File: src/rtl/vga_fb_arbiter.sv
// Single-port framebuffer arbiter: scan-out reads win every cycle with fixed 3-cycle latency,
// writer traffic is queued in a small FIFO and drained into idle RAM slots.
module vga_fb_arbiter #(
  parameter int ADDR_W       = 16,
  parameter int DATA_W       = 3,
  parameter int FIFO_DEPTH   = 4,
  parameter int STARVE_LIMIT = 1024
) (
  input  logic              clk,
  input  logic              reset,
  input  logic              rd_req,
  input  logic [ADDR_W-1:0] rd_addr,
  output logic              rd_valid,
  output logic [DATA_W-1:0] rd_data,
  input  logic              wr_req,
  input  logic [ADDR_W-1:0] wr_addr,
  input  logic [DATA_W-1:0] wr_data,
  output logic              wr_ready,
  output logic              wr_starve,
  input  logic              starve_clr,
  output logic              mem_en,
  output logic              mem_we,
  output logic [ADDR_W-1:0] mem_addr,
  output logic [DATA_W-1:0] mem_wdata,
  input  logic [DATA_W-1:0] mem_rdata
);

  localparam int AW = $clog2(FIFO_DEPTH);
  localparam int PW = AW + 1;
  localparam int CW = $clog2(STARVE_LIMIT + 1);

  logic [ADDR_W-1:0] fifo_addr_q [FIFO_DEPTH];
  logic [ADDR_W-1:0] fifo_addr_d [FIFO_DEPTH];
  logic [DATA_W-1:0] fifo_data_q [FIFO_DEPTH];
  logic [DATA_W-1:0] fifo_data_d [FIFO_DEPTH];
  logic [PW-1:0]     wp_q, wp_d, rp_q, rp_d;

  logic              mem_en_q, mem_en_d, mem_we_q, mem_we_d;
  logic [ADDR_W-1:0] mem_addr_q, mem_addr_d;
  logic [DATA_W-1:0] mem_wdata_q, mem_wdata_d;

  logic              v0_q, v0_d, v1_q, v1_d, rd_valid_q, rd_valid_d;
  logic [DATA_W-1:0] rd_data_q, rd_data_d;

  logic [CW-1:0]     cnt_q, cnt_d;
  logic              starve_q, starve_d;

  logic full, empty, push, pop, starve_cond;

  always_comb begin
    full  = (wp_q[AW] != rp_q[AW]) && (wp_q[AW-1:0] == rp_q[AW-1:0]);
    empty = (wp_q == rp_q);
    push  = wr_req && !full;
    pop   = !rd_req && !empty;

    fifo_addr_d = fifo_addr_q;
    fifo_data_d = fifo_data_q;
    if (push) begin
      fifo_addr_d[wp_q[AW-1:0]] = wr_addr;
      fifo_data_d[wp_q[AW-1:0]] = wr_data;
    end
    wp_d = wp_q + PW'(push);
    rp_d = rp_q + PW'(pop);

    // Reads always take the slot; idle slots drain the FIFO head.
    mem_en_d    = rd_req || pop;
    mem_we_d    = pop;
    mem_addr_d  = mem_addr_q;
    mem_wdata_d = mem_wdata_q;
    if (rd_req) begin
      mem_addr_d = rd_addr;
    end else if (pop) begin
      mem_addr_d  = fifo_addr_q[rp_q[AW-1:0]];
      mem_wdata_d = fifo_data_q[rp_q[AW-1:0]];
    end

    v0_d       = rd_req;
    v1_d       = v0_q;
    rd_valid_d = v1_q;
    rd_data_d  = v1_q ? mem_rdata : rd_data_q;

    starve_cond = rd_req && !empty;
    cnt_d       = '0;
    if (starve_cond) begin
      cnt_d = (cnt_q == CW'(STARVE_LIMIT)) ? cnt_q : cnt_q + CW'(1);
    end
    // Set has priority over a simultaneous clear.
    starve_d = (starve_cond && (cnt_d == CW'(STARVE_LIMIT))) || (starve_q && !starve_clr);
  end

  always_ff @(posedge clk) begin
    if (reset) begin
      for (int i = 0; i < FIFO_DEPTH; i++) begin
        fifo_addr_q[i] <= '0;
        fifo_data_q[i] <= '0;
      end
      wp_q        <= '0;
      rp_q        <= '0;
      mem_en_q    <= 1'b0;
      mem_we_q    <= 1'b0;
      mem_addr_q  <= '0;
      mem_wdata_q <= '0;
      v0_q        <= 1'b0;
      v1_q        <= 1'b0;
      rd_valid_q  <= 1'b0;
      rd_data_q   <= '0;
      cnt_q       <= '0;
      starve_q    <= 1'b0;
    end else begin
      fifo_addr_q <= fifo_addr_d;
      fifo_data_q <= fifo_data_d;
      wp_q        <= wp_d;
      rp_q        <= rp_d;
      mem_en_q    <= mem_en_d;
      mem_we_q    <= mem_we_d;
      mem_addr_q  <= mem_addr_d;
      mem_wdata_q <= mem_wdata_d;
      v0_q        <= v0_d;
      v1_q        <= v1_d;
      rd_valid_q  <= rd_valid_d;
      rd_data_q   <= rd_data_d;
      cnt_q       <= cnt_d;
      starve_q    <= starve_d;
    end
  end

  assign wr_ready  = !full;
  assign wr_starve = starve_q;
  assign mem_en    = mem_en_q;
  assign mem_we    = mem_we_q;
  assign mem_addr  = mem_addr_q;
  assign mem_wdata = mem_wdata_q;
  assign rd_valid  = rd_valid_q;
  assign rd_data   = rd_data_q;

endmodule
File: config.mk
export PLATFORM = sky130hd
export DESIGN_NAME = vga_fb_arbiter
export DESIGN_NICKNAME = d
export VERILOG_FILES = /design/src/rtl/vga_fb_arbiter.sv
export SDC_FILE = /design/constraint.sdc
export NUM_CORES = 1
export LEC_CHECK = 0
export CORE_MARGIN = 2
export CORE_UTILIZATION = 60
export CTS_BUF_LIST = sky130_fd_sc_hd__clkbuf_4 sky130_fd_sc_hd__clkbuf_8
export CTS_CLUSTER_DIAMETER = 40
export DETAILED_ROUTE_END_ITERATION = 7
export PLACE_DENSITY_LB_ADDON = 0.12
export SLEW_MARGIN = 15
export SYNTH_ARGS = -nofsm -noshare
export SYNTH_HDL_FRONTEND = slang
export SYNTH_SLANG_ARGS = --single-unit
File: constraint.sdc
create_clock -name clk -period 3.9 [get_ports clk]
set_input_delay 0.78 -clock clk [delete_from_list [all_inputs] [get_ports clk]]
set_output_delay 0.78 -clock clk [all_outputs]
set_load 0.1 [all_outputs]
# --- Yosys cells after proc, flatten, opt, wreduce, memory -nomap -nowiden ---
# Index checks and enable logic that the tools add are counted.
totals:
  regBits: 121
  inputBits: 43
  out_inout_bits: 27
  elab_cells: 65
op_classes:
  n_addsub: 3
  n_lt_le_gt_ge: 3
  n_eq_ne: 5
  muxes: 16
  bitwise: 3
  n_reduce_logical: 15
op_table:
  columns: ["cell", "count"]
  rows:
  - ["two-way mux 16 bit", 5]
  - ["bitwise mux 64 bit", 1]
  - ["binary-select mux 16 bit (select 2 bit)", 1]
  - ["demux 16 bit (select 2 bit)", 1]
  - ["== test 11 bit, second input constant", 2]
  - ["two-way mux 11 bit", 2]
  - ["bitwise mux 12 bit", 1]
  - ["adder 11 x 1 -> 11 bit, second input constant", 1]
  - ["two-way mux 3 bit", 3]
  - ["logical AND 1 bit", 7]
  - ["adder 3 x 1 -> 3 bit", 2]
  - ["binary-select mux 3 bit (select 2 bit)", 1]
  - ["demux 3 bit (select 2 bit)", 1]
  - [">= comparator 3 bit, second input constant", 2]
  - ["NOT 2 -> 3 bit", 2]
  - ["logical NOT 1 bit", 4]
  - ["== test 3 bit", 1]
  - ["< comparator 3 x 1 -> 1 bit, second input constant", 1]
  - ["== test 2 bit", 1]
  - ["logical OR 1 bit", 2]
  - ["AND reduction 2 bit", 1]
  - ["nonzero test 2 bit", 1]
  - ["inequality test 1 bit", 1]
  - ["NOT 1 bit", 1]

# --- Depth between registers and ports, before layout ---
logic_depth:
  word_depth: 7
  depth_mapped: 9
  mapped_depth_nobuf: 7

# --- Worst setup path before layout ---
# No wires, ideal clock.
synth_path:
  path_kind: "reg-to-output"
  from: "reg wp_q[1]"
  to: "out wr_ready"
  t_arrival_ns: 1.267
  required_ns: 3.120
  slack_ns: 1.853
  stages_incl_launch_ff: 3
  n_path_buf: 0
  cell_sequence: "dfxtp_1 xor2_1 or3_2"
synth_via:
  elab_chain_len: 3
synth_lines:
  columns: ["item", "line_no", "rtl"]
  rows:
  - ["from (decl)", "36", "logic [PW-1:0] wp_q, wp_d, rp_q, rp_d;"]
  - ["from (signal assigned)", "112", "wp_q <= wp_d;"]
  - ["== test 2 bit", "51", "full = (wp_q[AW] != rp_q[AW]) && (wp_q[AW-1:0] == rp_q[AW-1:0]);"]
  - ["logical AND 1 bit", "51", null]
  - ["logical NOT 1 bit", "127", "assign wr_ready = !full;"]
  - ["to (decl)", "18", "output logic wr_ready,"]
# Every way passes these cells.

# --- Worst setup path in the final report ---
layout_path:
  from: "reg rp_q[0]"
  to: "out wr_ready"
layout_via:
  elab_chain_len: 3
layout_lines:
  columns: ["item", "line_no", "rtl"]
  rows:
  - ["from (decl)", "36", null]
  - ["from (signal assigned)", "113", "rp_q <= rp_d;"]
  - ["== test 2 bit", "51", null]
  - ["logical AND 1 bit", "51", null]
  - ["logical NOT 1 bit", "127", null]
# Every way passes these cells.

==> metrics.csv <==
metric,value,unit
status,finished clean,
crit-path max cell delay,460,ps
final number of hold-violating endpoints,0,
RSZ-0062 raised after global routing,false,
WHS Path Cells,1,
Worst Slack Setup Final,1100,ps
critical path startpoint category,flop,
Place WS,1110,ps
sequential-to-total area share from yosys stat,45.6,%
site row count,34,
Hold EP,rd_valid_d$_SDFF_PP0_,
nets,599,
Total Power,3.28,mW
mean area per synthesized cell,10.9,µm²
max_cap viols,0,
fin crit share,71.8,%
post-layout util,74.3,%
WP data arrival,2020,ps
Post-Synthesis Cells,488,
number of vias per cell,5.49,
# H-tree levels,4,
TritonCTS Buffers,17,
"top cells by area, synth","dfxtp_1 46%, mux2i_1 18%, nor2_1 8.3%, mux4_2 8.1%, mux2_4 2.3%",
DRC,0,
Worst Path Buf+Inv,2,
Worst Setup End Kind,output pin,
drt total wl,10.7,mm
global-route wire length before repair,18.0,mm
RR Endpoint,rp_q[1]$_SDFF_PP0_,
Crit Path Max Fanout,21,
top cell type's share of synthesized area,45.6,%
worst min path class,flop to flop,
PD cells,510,mW/mm²
die area,0.00963,mm²
input/output buffers,69,
"Reg clk slew, reported paths",70,ps
crit-path leading delay family,buffers and inverters,
Final Wtd Congestion,0.901,
crit path cell chain,buf_4 > xor2_1 > or3_2 > buf_4,
Ys Warns,0,
Setup Crit Path Kind,flop to output pin,
met1 Use GR,30.1,%
Iteration-0 DRC Markers,126,
CTS tree,done,
grt met2 use,39.7,%
Peak VDD IR,0.000296,V
hold buffers post-CTS,0,
cell mode on critical path,buf_4,
initial antenna violation count,0,
Ant. Diodes,0,
DP Wirelength,6.75,mm
R2R depth,7,
total number of vias,3685,
Routed Antenna Nets,0,
die width,98.1,µm
initial core utilization,61.5,%
minimum clock period,2800,ps
total track usage,23.6,%
hold_sp,v0_q$_SDFF_PP0_,
share of cells above drive strength 1,15.5,%
final clock skew,10.9,ps
Netlist cell types,46,
placed inst area,0.00599,mm²
Crit path depth,4,
Post-Syn Area,0.00532,mm²
Fill cells,620,
CTS Sinks,121,
latest clock arrival within the worst-skew pair,430,ps
most used routing layer,met2,
Seq cells post-synth,121,
Final TNS setup,0,ps
Worst Tran Pin Value,992,ps
max_slew headroom,33.6,%
Yosys top cell by area,dfxtp_1,
Resize count post-CTS,0,
clock root buffer,clkbuf_8,
reg2reg setup slack,1580,ps
Synthesized Nets,537,
Die Ht,98.1,µm
average wire per standard cell,15.9,µm
slowest cell on the critical path,or3_2,
Max Slew Vio Count,0,
Critical Path RT,3120,ps
Area growth syn-to-layout,20.8,%
total I/O pin count,70,
vias in the first global route,3769,
Static Leakage,2.55,nW
reg2reg start,rp_q[0]$_SDFF_PP0_,
max frequency,357,MHz
Max Root-Sink Buffers,2,
Core ar.,0.00864,mm²
Post-CTS Setup Inserts,0,
total congestion overflow,0,
final setup violation count,0,
1st-pass router iterations,5,
grt met3 use,5.94,%
largest net degree at the start of global routing,77,
Final Cell Area,0.00642,mm²
==> report_power, final <==
group / total (mW) / internal [mW] / leakage [nW] / switching (mW)
Clock: 1.22 / 0.697 / 0.216 / 0.520
Combinational: 0.722 / 0.299 / 1.35 / 0.423
Sequential: 1.34 / 1.30 / 0.985 / 0.0364
Total: 3.28 / 2.30 / 2.55 / 0.979
==> placed cells by master (no fill, tap or decap), types with 3 or more instances in the layout <==
cell,netlist,layout
nand2_1,6,6
o31ai_1,3,3
bufinv_16,0,4
clkinv_4,0,3
nor2b_1,9,9
clkdlybuf4s50_1,0,67
dfxtp_1,121,120
clkinv_2,0,4
mux2_4,8,8
xor2_1,7,7
mux4_2,19,19
nor2_1,118,118
ha_1,6,6
mux2i_1,98,98
nand3_1,7,7
mux2_2,9,9
nor3_1,6,5
xnor2_1,9,9
clkbuf_8,0,17
buf_4,4,10
==> through the flow <==
stage | hold WS, ps | cells
detailed placement | 422 | 639
global route | 462 | 671
CTS | 438 | 671
global placement | 430 | 639
finish | 437 | 671
floorplan | 414 | 488
==> layout make-up <==
type                            count  area (µm²)  share of cell area, %
Clock inverter                     15         199                   3.10
Clock buffer                       17         234                   3.65
Sequential cell                   121        2420                   37.8
Inverter                            3        11.3                  0.175
Tap cell                          108         135                   2.11
Timing Repair Buffer               77         746                   11.6
Multi-Input combinational cell    330        2670                   41.6
==> metal layers <==
metal	up-vias	wire length [µm]	part of all wire [%]
met5	-	0	0
met4	0	153	1.4
met3	17	414	3.9
met2	85	5190	49
met1	1768	4900	46
li1	1815	-	-
==> worst register-to-register path: cells and delay by family (launching register included) <==
kind                       cells  cell delay, ps
DFF                            1             310
and+or+nand+nor                3             740
adders and majority gates      2             450
buffers and inverters          1             370
xor gates and xnor gates       1             320
==> synth_stat cells, drive strengths merged <==
cell and n:
buf 18, nor4 1, mux2i 98, o221ai 1
clkbuf 16, nand4 1, or3 2, or4 1
xnor2 9, a31oi 1, a41o 1, nand2 6
nor3 6, a21boi 1, mux2 17, dfxtp 121
ha 6, o31ai 4, nand3 8, o21a 1
and3 2, inv 3, a211oi 1, nor2b 9
nor2 118, and4b 1, a2bb2oi 1, nand2b 1
nand3b 2, xor2 7, nor3b 1, mux4 19
nor4bb 1, a21oi 3
==> logic make-up after synthesis <==
| kind of cell | count (synthesis) | synth area share (%) |
|---|---|---|
| AO/OA/AOI/OAI | 14 | 2.07 |
| XOR/XNOR | 16 | 2.64 |
| adder cells (fa/ha/maj) | 6 | 1.41 |
| buffers and inverters | 37 | 4.38 |
| flip-flops | 121 | 45.6 |
| multiplexers | 134 | 30.7 |
| AND/OR/NAND/NOR | 160 | 13.3 |
==> registers in the layout, indices dropped and copies added (netlist names) <==
register,flops
wr_starve,1
rd_data,3
mem_addr,16
rp_q,3
cnt_q,11
mem_wdata,3
mem_en,1
v0_q,1
rd_valid,1
wp_q,3
fifo_data_q,12
mem_we,1
rd_valid_d,1
fifo_addr_q,64
==> worst max path at each step <==
stage,start,endpoint
floorplan,wp_q[1]$_SDFF_PP0_,wr_ready
global placement,rd_req,rp_q[1]$_SDFF_PP0_
detailed placement,rd_req,wr_starve$_SDFF_PP0_
CTS,rp_q[0]$_SDFF_PP0_,wr_ready
global route,rp_q[0]$_SDFF_PP0_,wr_ready
finish,rp_q[0]$_SDFF_PP0_,wr_ready
(Power assumes the default switching activity.)
